[src/rtl/fp_minmax_issue.sv]
// Operand issue buffer in front of an FP min/max stage: a small FIFO that
// precomputes NaN and illegal-op flags at push time and counts issued ops.
module fp_minmax_issue #(
    parameter int DEPTH = 2,
    parameter int CNT_W = 16
) (
    input  logic             clk,
    input  logic             rst,
    input  logic             in_valid,
    output logic             in_ready,
    input  logic [31:0]      in_op_a,
    input  logic [31:0]      in_op_b,
    input  logic [2:0]       in_rm,
    output logic             out_valid,
    input  logic             out_ready,
    output logic [31:0]      out_op_a,
    output logic [31:0]      out_op_b,
    output logic [2:0]       out_rm,
    output logic             out_a_nan,
    output logic             out_b_nan,
    output logic             out_illegal,
    output logic [CNT_W-1:0] issued_cnt
);
    localparam int PTR_W = (DEPTH > 2) ? 2 : 1;

    typedef struct packed {
        logic [31:0] a;
        logic [31:0] b;
        logic [2:0]  rm;
        logic        a_nan;
        logic        b_nan;
        logic        illegal;
    } entry_t;

    entry_t           mem_q [DEPTH];
    entry_t           mem_d [DEPTH];
    entry_t           new_entry_s;
    entry_t           head_s;
    logic [PTR_W-1:0] wr_ptr_q, wr_ptr_d;
    logic [PTR_W-1:0] rd_ptr_q, rd_ptr_d;
    logic [PTR_W:0]   count_q, count_d;
    logic [CNT_W-1:0] issued_q, issued_d;
    logic             push_s;
    logic             pop_s;

    function automatic logic is_nan(input logic [31:0] f);
        return (f[30:23] == 8'hFF) && (f[22:0] != 23'd0);
    endfunction

    function automatic logic [PTR_W-1:0] ptr_next(input logic [PTR_W-1:0] p);
        return (p == PTR_W'(DEPTH - 1)) ? {PTR_W{1'b0}} : p + {{(PTR_W-1){1'b0}}, 1'b1};
    endfunction

    // Handshake decode; in_ready looks only at the registered count, never at out_ready.
    always_comb begin
        in_ready  = !rst && (count_q < (PTR_W+1)'(DEPTH));
        out_valid = !rst && (count_q != {(PTR_W+1){1'b0}});
        push_s    = in_valid && in_ready;
        pop_s     = out_valid && out_ready;
    end

    // Next-state: storage write, pointer advance, occupancy and issue counter.
    always_comb begin
        mem_d             = mem_q;
        wr_ptr_d          = wr_ptr_q;
        rd_ptr_d          = rd_ptr_q;
        count_d           = count_q;
        issued_d          = issued_q;
        new_entry_s.a       = in_op_a;
        new_entry_s.b       = in_op_b;
        new_entry_s.rm      = in_rm;
        new_entry_s.a_nan   = is_nan(in_op_a);
        new_entry_s.b_nan   = is_nan(in_op_b);
        new_entry_s.illegal = (in_rm != 3'b000) && (in_rm != 3'b001);
        if (push_s) begin
            mem_d[wr_ptr_q] = new_entry_s;
            wr_ptr_d        = ptr_next(wr_ptr_q);
        end else begin
            wr_ptr_d        = wr_ptr_q;
        end
        if (pop_s) begin
            rd_ptr_d = ptr_next(rd_ptr_q);
            issued_d = issued_q + {{(CNT_W-1){1'b0}}, 1'b1};
        end else begin
            rd_ptr_d = rd_ptr_q;
        end
        case ({push_s, pop_s})
            2'b10:   count_d = count_q + {{PTR_W{1'b0}}, 1'b1};
            2'b01:   count_d = count_q - {{PTR_W{1'b0}}, 1'b1};
            default: count_d = count_q;
        endcase
    end

    // State registers; reset wins over any push or pop and discards buffered entries.
    always_ff @(posedge clk) begin
        if (rst) begin
            for (int i = 0; i < DEPTH; i++) begin
                mem_q[i] <= '0;
            end
            wr_ptr_q <= {PTR_W{1'b0}};
            rd_ptr_q <= {PTR_W{1'b0}};
            count_q  <= {(PTR_W+1){1'b0}};
            issued_q <= {CNT_W{1'b0}};
        end else begin
            mem_q    <= mem_d;
            wr_ptr_q <= wr_ptr_d;
            rd_ptr_q <= rd_ptr_d;
            count_q  <= count_d;
            issued_q <= issued_d;
        end
    end

    // Head entry straight from storage; forced to zero while reset is held.
    always_comb begin
        head_s = mem_q[rd_ptr_q];
        if (rst) begin
            out_op_a    = 32'd0;
            out_op_b    = 32'd0;
            out_rm      = 3'd0;
            out_a_nan   = 1'b0;
            out_b_nan   = 1'b0;
            out_illegal = 1'b0;
        end else begin
            out_op_a    = head_s.a;
            out_op_b    = head_s.b;
            out_rm      = head_s.rm;
            out_a_nan   = head_s.a_nan;
            out_b_nan   = head_s.b_nan;
            out_illegal = head_s.illegal;
        end
        issued_cnt = issued_q;
    end
endmodule

[config.mk]
export PLATFORM = sky130hd
export DESIGN_NAME = fp_minmax_issue
export DESIGN_NICKNAME = d
export VERILOG_FILES = /design/src/rtl/fp_minmax_issue.sv
export SDC_FILE = /design/constraint.sdc
export NUM_CORES = 1
export LEC_CHECK = 0
export ABC_AREA = 1
export BUFFER_PORTS_ARGS = -buffer_cell sky130_fd_sc_hd__buf_4
export CELL_PAD_IN_SITES_DETAIL_PLACEMENT = 1
export CELL_PAD_IN_SITES_GLOBAL_PLACEMENT = 2
export CORE_MARGIN = 10
export CORE_UTILIZATION = 25
export CTS_CLUSTER_DIAMETER = 40
export CTS_CLUSTER_SIZE = 20
export DETAILED_ROUTE_END_ITERATION = 16
export PLACE_DENSITY_LB_ADDON = 0.1
export SLEW_MARGIN = 20
export SYNTH_ARGS = -nofsm -noshare
export SYNTH_HDL_FRONTEND = slang
export SYNTH_SLANG_ARGS = --single-unit
[constraint.sdc]
create_clock -name clk -period 1.7 [get_ports clk]
set_input_delay 0.17 -clock clk [delete_from_list [all_inputs] [get_ports clk]]
set_output_delay 0.17 -clock clk [all_outputs]
set_load 0.005 [all_outputs]
# --- Yosys cells after proc, flatten, opt, wreduce, memory -nomap -nowiden ---
# Cells that the tools add are included.
totals:
  reg_bits: 160
  out_inout_bits: 88
  in_bits: 71
  word_cells: 61
op_classes:
  bitwise: 2
  n_lt_le_gt_ge: 4
  eq_ne: 5
  n_reduce_logical: 14
  mux: 15
  add_sub_neg: 5
op_table:
  columns: ["cell", "count"]
  rows:
  - ["$mux 70", 4]
  - ["$bwmux 140", 1]
  - ["$demux 70 s1", 1]
  - ["$mux 32", 2]
  - ["$reduce_bool 23->1", 2]
  - ["$add 16x1->16 const B", 1]
  - ["$eq 8x8->1 const B", 2]
  - ["$logic_and 1x1->1", 8]
  - ["$mux 1", 5]
  - ["$ge 2x2->1 const B", 2]
  - ["$not 1->2", 2]
  - ["$pmux 2 s2", 1]
  - ["$reduce_bool 2->1", 2]
  - ["$mux 3", 1]
  - ["$ne 3x1->1 const B", 1]
  - ["$reduce_bool 3->1", 1]
  - ["$add 1x1->1 const B", 2]
  - ["$add 2x1->2 const B", 1]
  - ["$eq 2x1->1 const B", 1]
  - ["$eq 2x2->1 const B", 1]
  - ["$lt 2x1->1 const B", 1]
  - ["$lt 2x2->1 const B", 1]
  - ["$sub 2x1->2 const B", 1]
  - ["$logic_not 1->1", 1]

# --- Longest topological paths before layout ---
# Gate-level depths: netlist of the first run.
logic_depth:
  word_depth: 6
  ltp_mapped: 10
  depth_no_buf: 9

# --- Worst setup path before layout of the first run ---
# Ideal clock, no wire load.
synth_timing:
  path_type: "register -> register"
  from: "register count_q[1]"
  to: "register count_q[1]"
  required_ps: 1586
  path_stages_with_launch: 11
  period_less_slack_ps: 1584
  path_slack_ps: 116
  path_buffers: 1
  t_arrival_ps: 1470
  setup_ps: 114
  cell_sequence: "dfxtp_1 > inv_1 > nand2_1 > nand3_2 > buf_2 > inv_2 > ha_1 > a21oi_1 > o21ai_0 > xor2_1 > nor2_1"
synth_between:
  elab_chain_len: 5
  word_cells_on_any_way: 12
  classes_between: "add/sub: 2; order compare: 1; eq/ne: 2; mux: 1; reduce/logical: 6"
synth_rtl:
  columns: ["element", "line", "text"]
  rows:
  - ["start, declared", "41", "logic [PTR_W:0] count_q, count_d;"]
  - ["start signal, assigned", "102", "count_q <= {(PTR_W+1){1'b0}};"]
  - ["start signal, assigned", "108", "count_q <= count_d;"]
  - ["$reduce_bool 2->1 (*)", "57", "out_valid = !rst && (count_q != {(PTR_W+1){1'b0}});"]
  - ["$logic_and 1x1->1 (*)", "57", null]
  - ["$logic_and 1x1->1 (*)", "59", "pop_s = out_valid && out_ready;"]
  - ["net pop_s", "44", "logic pop_s;"]
  - ["$eq 2x1->1 or $eq 2x2->1 (tied branches)", "87", "case ({push_s, pop_s})"]
  - ["$pmux 2 s2 or $reduce_bool 2->1 (tied branches)", null, null]
# Mark *: on every way through the listed nets, which the timed path passes. The rest lies on a longest branch.
# A chain may end at the register's enable or synchronous reset.

# --- Worst setup path in the final report of the first run ---
layout_timing:
  from: "register rd_ptr_q"
  to: "output port out_illegal"
layout_between:
  elab_chain_len: 5
layout_rtl:
  columns: ["element", "line", "text"]
  rows:
  - ["start, declared", "40", "logic [PTR_W-1:0] rd_ptr_q, rd_ptr_d;"]
  - ["start signal, assigned", "101", "rd_ptr_q <= {PTR_W{1'b0}};"]
  - ["start signal, assigned", "107", "rd_ptr_q <= rd_ptr_d;"]
  - ["$not 1->2 (not written as such)", "115", "head_s = mem_q[rd_ptr_q];"]
  - ["$mux 70 (not written as such) (3 in a row)", "115", null]
  - ["$mux 1", "116", "if (rst) begin"]
  - ["end, declared", "21", "output logic out_illegal,"]
# Every way passes these cells. The select of a mux whose other input is x is not followed.

==> results of run 1 <==
==> power groups by stage <==
stage	clock [mW]	combinational, mW	sequential, mW
global route	4.42	1.83	4.09
finish	4.12	1.64	4.06
global placement	0	1.25	4.12
detailed placement	0	1.25	4.13
CTS	4.28	1.48	4.04
floorplan	0	0.651	4.10
==> path summary, 6_finish.rpt <==
| path | startpoint | end | slack, ps |
|---|---|---|---|
| hold / removal | in_op_b[20] | mem_q[96] | 20 |
| setup reg to reg | count_q[1] | mem_q[91] | 180 |
| hold reg to reg | mem_q[69] | mem_q[69] | 450 |
| setup / recovery | rd_ptr_q | out_illegal | -40 |
==> cells in the final DEF (no fill, tap or decap), drive strengths merged, types with 4 or more instances in the layout <==
cell,instances
buf,195
o21ai,206
inv,114
nand3,19
dfxtp,160
nand4,10
dlygate4sd3,57
clkbuf,27
nand2,46
nor3,4
o22ai,11
nor2,180
a21oi,148
==> sequential cells by signal, summed over array words and instances, names as in the netlist <==
name,count
rd_ptr_q,1
issued_cnt,16
wr_ptr_q,1
count_q,2
mem_q,140
==> repair_timing <==
action | 4_1_cts | 5_1_grt
setup buffers | 3 | 2
hold endpoints to repair | 61 | 0
gates cloned | 3 | 12
endpoints found under the setup margin | 44 | 66
resized for setup | 49 | 131
hold buffers | 57 | 0
pin swaps | 1 | 17
==> final cells by class <==
| type | count | area [µm²] |
|---|---|---|
| Multi-Input combinational cell | 630 | 3456 |
| Fill cell | 3320 | 16950 |
| Timing Repair Buffer | 262 | 2541 |
| Inverter | 103 | 392.9 |
| Sequential cell | 160 | 3207 |
| Clock buffer | 17 | 425.4 |
| Clock inverter | 15 | 182.7 |
| Tap cell | 378 | 473.0 |
==> worst max-delay path: cells and delay by family (launching register included) <==
kind / cells / cell delay [ps]
DFF: 1 / 410
buffers and inverters: 3 / 450
AOI/OAI and AO/OA: 2 / 270
==> logic make-up (layout without fill, tap and decap cells) <==
logic type | after synthesis | after routing | share of synthesized area (%)
compound gates | 365 | 365 | 27.00
xor+xnor | 3 | 3 | 0.3778
fa+ha+maj | 2 | 2 | 0.3597
buf+inv | 173 | 397 | 10.97
flops | 160 | 160 | 46.04
simple gates | 260 | 260 | 15.25
==> layer usage <==
metal  track usage, %  vias up  routed length [µm]
met5                0        -                   0
met4            3.939        0                 266
met3            2.983       18                 838
met2            23.42       96               12200
met1            18.24     3386               12640
li1                 -     3596                   -
==> stage by stage <==
stage | util (%) | worst slack (ps) | cell area [µm²] | std cells
after detailed placement | 31.10 | 177.5 | 8593 | 1457
after CTS | 36.42 | -91.37 | 10060 | 1552
after global placement | 31.10 | 199.9 | 8593 | 1457
after global routing | 38.65 | -112.2 | 10680 | 1565
final | 38.65 | -38.85 | 10680 | 1565
after floorplan | - | 115.8 | 6957 | 963
==> flow_metrics.tcl, run 1 <==
set metrics [dict create \
    cp-end-kind "output port" \
    grt_pass1_wl_um 40630 \
    power_switching_mw 2.831 \
    cts.sinks 160 \
    hold-worst-slack_ps 15.14 \
    startpoint_type "flop" \
    row_count 61 \
    grt.total_usage_pct 14.17 \
    die-area_um2 34900 \
    swShare_pct 28.82 \
    clk_pin_slew_ps 70 \
    critPathArrivalTime_ps 1570 \
    yosysSeqAreaShare_pct 46.04 \
    worstPathRequired_ps 1530 \
    p_seq_share_pct 41.4 \
    die_y_um 186.8 \
    hp-class "in2reg" \
    setup_viol 18 \
    ff2ff_path_depth 7 \
    fin_setup_tns_ps -332.8 \
    synth.area.top_cells "dfxtp_1, o21ai_0, a21oi_1" \
    io_pins 159 \
    cp_max_fo 8 \
    power.density_nw_per_um2 919.9 \
    grt_pass1_vias 7427 \
    timing.fmax_mhz 575.1 \
    yosysTopAreaCellShare_pct 46.04 \
    synthFlopType "dfxtp_1" \
    skew_ps 19.62 \
    worst_path_most_repeated_cell "buf_12" \
    htreeDepth 4 \
    cp_slowest_cell "dfxtp_4" \
    slew_viol_final 0 \
    synth_area_um2 6957 \
    maxCapViolations 0 \
    outcome "complete, but fails checks" \
    synth.net_count 1036 \
    final_antenna_net_count 0 \
    synth-async-reset-ratio_pct 0 \
    coreArea_um2 27630 \
    clk_latency_ps 440 \
    diodes 0 \
    power_mw 9.822 \
    leakage_nw 4.237 \
    drt-initial-drc-count 201 \
    hold_viol 0 \
    rsz0062_at_grt "yes" \
    power.internal_mw 6.991 \
    violations "setup timing" \
    die_w_um 186.8 \
    root_buffer "clkbuf_16" \
    synth-seq-cells 160 \
    syn_area_per_cell_um2 7.224 \
    synth_commonest_cells "o21ai_0, nor2_1, dfxtp_1, a21oi_1, inv_1" \
    first_pass_iters 4 \
    hold_depth 3 \
    clock_path_buffers 2 \
    gp_congestion 0.7151 \
    routedWlPerCell_um 16.58 \
    area_growth_pct 53.49 \
    cts-buffers-inserted 17 \
    ys.warnings.count 0 \
    crit_chain "buf_12 > buf_12 > o21ai_1 > a21oi_2 > buf_4" \
    via_per_inst 4.534 \
    drc 0 \
    cp_slowest_stage_delay_ps 410 \
    num_vias 7096 \
    p_comb_share_pct 16.7 \
    postSynthCellCount 963 \
    cts_tree "done" \
    synth_edf_count 0 \
    relSlewSlack_pct 69.33 \
    fin_crit_ps 1739 \
    drive_above_1_share_pct 28.98 \
    yosysMostFrequentCell "o21ai_0" \
    portBuffers 158 \
    initial_core_util_pct 25.18 \
    grt_max_degree 65 \
    grt-ovfl-total 0 \
    final.period_utilization_pct 102.3 \
    nets 1247 \
    critical_path_class "reg2out" \
    hpwl_um 16130 \
    antenna_found_initial 0 \
    p_clk_share_pct 41.9 \
    drt-total-wl_um 25950 \
    worstMarginPinSlew_ps 460.1 \
    synth_top_area_cell "dfxtp_1" \
    ys_types 27 \
    ir_worst_vdd_mv 0.4814 \
    layout_setup_ws_ps -38.85 \
]
(Power assumes the default switching activity.)
==> inputs of run 2 (changes only) <==
BUFFER_PORTS_ARGS = default   (was -buffer_cell sky130_fd_sc_hd__buf_4)
CORE_ASPECT_RATIO = 0.9   (was default)
DONT_BUFFER_PORTS = 1   (was default)
==> run 2 against run 1 <==
The run now ends clean. Clock power is 9.5% lower. Setup slack better by 120 ps. Via count down 9.6%. First-iteration DRC count grew 15%. Largest power group is now sequential cells. Register-to-register slack about the same. Sequential power hardly changed.
==> flow_metrics.tcl, run 2 (same netlist as run 1, synthesis figures left out) <==
set metrics [dict create \
    post-place-ws_ps 200.2 \
    hpwl_um 15910 \
    portBuffers 0 \
    area_growth_pct 27.50 \
    final_common_cell "nor2_1" \
    layoutNonFillerInstCount 1386 \
    row_count 57 \
    power.density_nw_per_um2 1002 \
    dr_wl_met2_um 10520 \
    final_antenna_net_count 0 \
    worstMarginPinSlew_ps 455.3 \
    p_clk_share_pct 41.9 \
    htreeDepth 4 \
    grt.total_usage_pct 13.64 \
    cp-end-kind "output port" \
    drt-total-wl_um 24670 \
    power_switching_mw 2.418 \
    drive_above_1_share_pct 11.34 \
    relSlewSlack_pct 69.64 \
    cts.sinks 160 \
    grt-ovfl-total 0 \
    cpLargestDelayFamily "flip-flops" \
    maxCapViolations 0 \
    rsz0062_at_grt "yes" \
    initial_core_util_pct 25.60 \
    worstPathRequired_ps 1530 \
    met1Wirelength_um 12430 \
    grt_pass1_wl_um 38130 \
    cts-buffers-inserted 17 \
    dpl-instance-area_um2 7395 \
    final_area_um2 8870 \
    critical_path_class "reg2out" \
    final.period_utilization_pct 94.97 \
    post-place-cells 1277 \
    die_w_um 195.8 \
    hold_viol 0 \
    fin_crit_ps 1614 \
    antenna_found_initial 0 \
    worstHoldStart "in_op_a[28]" \
    cts_tree "done" \
    ff2ff_setup_slack_ps 190 \
    slew_viol_final 0 \
    swShare_pct 27.20 \
    cp_max_fo 28 \
    cp_slowest_cell "dfxtp_4" \
    die-area_um2 34910 \
    hold-worst-slack_ps 71.70 \
    leakage_nw 3.280 \
    skew_ps 10.17 \
    outcome "complete, no violations" \
    setup_viol 0 \
    routedWlPerCell_um 17.80 \
    crit_chain "buf_12 > o21ai_0 > a21oi_2" \
    via_per_inst 4.631 \
    hp-class "in2reg" \
    clk_latency_ps 430 \
    largest_register "mem_q" \
    timing.fmax_mhz 619.4 \
    met3_length_um 1486 \
    cp_slowest_stage_delay_ps 470 \
    gp_congestion 0.6866 \
    r2r-start "count_q[1]" \
    power.internal_mw 6.472 \
    diodes 0 \
    drc 0 \
    critPathArrivalTime_ps 1440 \
    highest_layer "met4" \
    fill_cells 3302 \
    root_buffer "clkbuf_16" \
    largest_reg_flops 140 \
    worstSetupStartpoint "rd_ptr_q" \
    num_vias 6418 \
    p_comb_share_pct 12.6 \
    clk_pin_slew_ps 60 \
    final_cell_mix "nor2_1, o21ai_0, dfxtp_1" \
    first_pass_iters 4 \
    clock_path_buffers 2 \
    coreArea_um2 27170 \
    startpoint_type "flop" \
    nets 1094 \
    p_seq_share_pct 45.5 \
    crit_buf_inv 1 \
    ir_worst_vdd_mv 0.5931 \
    io_pins 159 \
    grt_pass1_vias 6394 \
    layout_setup_ws_ps 85.53 \
    die_y_um 178.3 \
    drt-initial-drc-count 232 \
    grt_max_degree 94 \
]
[run 2: changes by cell type in the layout (fill, tap and decap cells not counted), moves of 7 or more]
cell and delta:
buf_4 -144, o21ai_0 +40, buf_6 -9, o21ai_2 -31
dlygate4sd3_1 +15, inv_6 -7, clkbuf_16 -7, o21ai_4 -7
a21oi_4 -11, a21oi_1 +15
[run 2: worst register-to-register path: cells and delay by family, from the launching register on]
kind | cells | cell delay [ps]
buf+inv | 2 | 150
xor+xnor | 1 | 140
compound gates | 2 | 220
fa+ha+maj | 1 | 240
simple gates | 3 | 220
flops | 1 | 430
[run 2: stage by stage]
stage                     power (mW)  setup TNS, ps  util, %
after floorplan                4.750              0        -
final                          8.890              0    32.64
after global routing           9.353         -115.9    32.64
after global placement         5.018              0    27.21
after detailed placement       5.029              0    27.21
after CTS                      9.034         -14.81    32.24
[run 2: repair_timing]
item	4_1_cts	5_1_grt
cloned	0	2
buffers inserted	3	2
gates resized for setup	23	24
hold endpoints to repair	142	0
hold buffers	72	0
setup endpoints to repair	61	36
[run 2: routing by layer]
metal,track usage [%],up-vias
met1,18.32,3012
met4,3.624,0
met3,4.805,15
met2,20.22,94
met5,0,-
li1,-,3297
[run 2: power by group through the flow]
stage | Sequential [mW] | Clock [mW] | Combinational, mW
floorplan | 4.10 | 0 | 0.651
global placement | 4.13 | 0 | 0.885
detailed placement | 4.13 | 0 | 0.894
CTS | 4.04 | 3.89 | 1.11
global route | 4.07 | 4.01 | 1.27
finish | 4.04 | 3.73 | 1.12
[run 2: path summary, 6_finish.rpt]
| kind | depth (start not counted) | end |
|---|---|---|
| min | 4 | mem_q[72] |
| max reg2reg | 9 | count_q[1] |
| min reg2reg | 2 | mem_q[50] |
| max | 3 | out_op_b[0] |
[run 2: layout make-up]
cell class / count / area, µm² / area share [%]
tap: 354 / 442.9 / 4.994
clock inverter: 9 / 86.33 / 0.9733
multi-input combinational: 630 / 3122 / 35.20
inverter: 103 / 391.6 / 4.415
sequential: 160 / 3207 / 36.15
clock buffer: 21 / 461.7 / 5.205
timing repair buffer: 109 / 1159 / 13.06
==> inputs of run 3 (changes only) <==
GPL_ROUTABILITY_DRIVEN = 0   (was default)
RECOVER_POWER = 25   (was default)
==> run 3 against run 2 <==
Non-clock buffer count did not move. Worst hold slack got worse by 1.6 ps. Die area did not move. Global-route usage did not move. Clock skew barely moved. Power barely moved. Cell count did not move. Critical path depth did not move. Cell area fell by 0.17%.
==> flow_metrics.tcl, run 3 (same netlist as run 1, synthesis figures left out) <==
set metrics [dict create \
    cp_slowest_cell "dfxtp_4" \
    clk_pin_slew_ps 60 \
    grt-ovfl-total 0 \
    final_cell_mix "nor2_1, o21ai_0, dfxtp_1" \
    power.internal_mw 6.471 \
    clock_path_buffers 2 \
    htreeDepth 4 \
    timing.fmax_mhz 618.8 \
    initial_core_util_pct 25.60 \
    leakage_nw 3.263 \
    power_mw 8.892 \
    worstPathRequired_ps 1530 \
    via_per_inst 4.625 \
    grt.total_usage_pct 13.64 \
    final.period_utilization_pct 95.06 \
    cp_slowest_stage_delay_ps 470 \
    grt_max_degree 94 \
    hold-worst-slack_ps 70.13 \
    num_vias 6410 \
    final_common_cell "nor2_1" \
    multi_input_area_um2 3122 \
    root_buffer "clkbuf_16" \
    cp_max_fo 28 \
    antenna_found_initial 0 \
    p_comb_share_pct 12.6 \
    hold_viol 0 \
    grt_pass1_wl_um 38130 \
    critical_path_class "reg2out" \
    layoutNonFillerInstCount 1386 \
    diodes 0 \
    die_w_um 195.8 \
    final_antenna_net_count 0 \
    seq_area_um2 3207 \
    cts.sinks 160 \
    drc 0 \
    hpwl_um 15910 \
    io_pins 159 \
    skew_ps 10.24 \
    critPathArrivalTime_ps 1450 \
    die_y_um 178.3 \
    worstMarginPinSlew_ps 455.3 \
    drt-initial-drc-count 230 \
    portBuffers 0 \
    crit_buf_inv 1 \
    slew_viol_final 0 \
    rsz0062_at_grt "yes" \
    crit_chain "buf_12 > o21ai_0 > a21oi_2" \
    fin_setup_tns_ps 0 \
    largest_reg_flops 140 \
    first_pass_iters 4 \
    cts-buffers-inserted 17 \
    post-place-cells 1277 \
    die-area_um2 34910 \
    ir_worst_vdd_mv 0.5970 \
    cts_tree "done" \
    maxCapViolations 0 \
    power_switching_mw 2.422 \
    p_seq_share_pct 45.5 \
    fill_cells 3306 \
    largest_register "mem_q" \
    power.density_nw_per_um2 1004 \
    fin_crit_ps 1616 \
    cp-end-kind "output port" \
    cpLargestDelayFamily "flip-flops" \
    drt-total-wl_um 24690 \
    row_count 57 \
    routedWlPerCell_um 17.82 \
    drive_above_1_share_pct 10.95 \
    nets 1094 \
    swShare_pct 27.23 \
    coreArea_um2 27170 \
    setup_viol 0 \
    relSlewSlack_pct 69.64 \
    ff2ff_setup_slack_ps 190 \
    area_growth_pct 27.28 \
    clk_latency_ps 430 \
    grt_pass1_vias 6394 \
    outcome "complete, no violations" \
    startpoint_type "flop" \
    hp-class "in2reg" \
    p_clk_share_pct 42.0 \
]
-- run 3: cell type report --
type,count,share of cell area (%)
flip-flops and latches,160,36.22
inverters,103,4.423
clock inverters,9,0.9750
multi-input cells,630,35.26
repair buffers,109,12.92
well taps,354,5.002
clock buffers,21,5.214
-- run 3: timing repair --
item | 4_1_cts | 5_1_grt
hold buffers | 72 | 0
cloned | 0 | 2
endpoints found under the setup margin | 61 | 36
buffers inserted | 3 | 2
gates resized for setup | 23 | 24
pin swaps | 0 | 0
hold endpoints to repair | 142 | 0
-- run 3: metal layers --
layer / global-route usage (%) / share of wire, %
met5: 0 / 0
met4: 3.624 / 0.93
met3: 4.805 / 6.3
met2: 20.22 / 43
met1: 18.32 / 50
-- run 3: worst reg2reg max path, cell delays in order (launching register included) --
cell and delay [ps]:
dfxtp_1 430, inv_1 70, nand2_1 80, nand3_2 90, inv_2 80, ha_1 240, a21oi_1 110, o21ai_0 110
xor2_1 140, nor2_1 50
-- run 3: worst paths after layout --
path / start / cells after the start / end
setup / recovery: rd_ptr_q / 3 / out_op_b[0]
hold / removal: in_op_a[28] / 4 / mem_q[72]
setup reg to reg: count_q[1] / 9 / count_q[1]
hold reg to reg: mem_q[50] / 2 / mem_q[50]
-- run 3: metrics by stage --
step / instance area (µm²) / worst slack (ps) / util, %
after floorplan: 6957 / 115.8 / -
after global placement: 7395 / 200.1 / 27.21
after detailed placement: 7395 / 200.2 / 27.21
after CTS: 8760 / -7.091 / 32.24
after global routing: 8855 / -31.33 / 32.59
final: 8855 / 83.95 / 32.59
-- run 3: power by group through the flow --
| stage | Sequential [mW] | Combinational [mW] | Clock (mW) |
|---|---|---|---|
| 6_report | 4.04 | 1.12 | 3.73 |
| 5_1_grt | 4.07 | 1.27 | 4.01 |
| 4_1_cts | 4.04 | 1.11 | 3.89 |
| 3_5_place_dp | 4.13 | 0.894 | 0 |
| 3_3_place_gp | 4.13 | 0.885 | 0 |
| 2_1_floorplan | 4.10 | 0.651 | 0 |
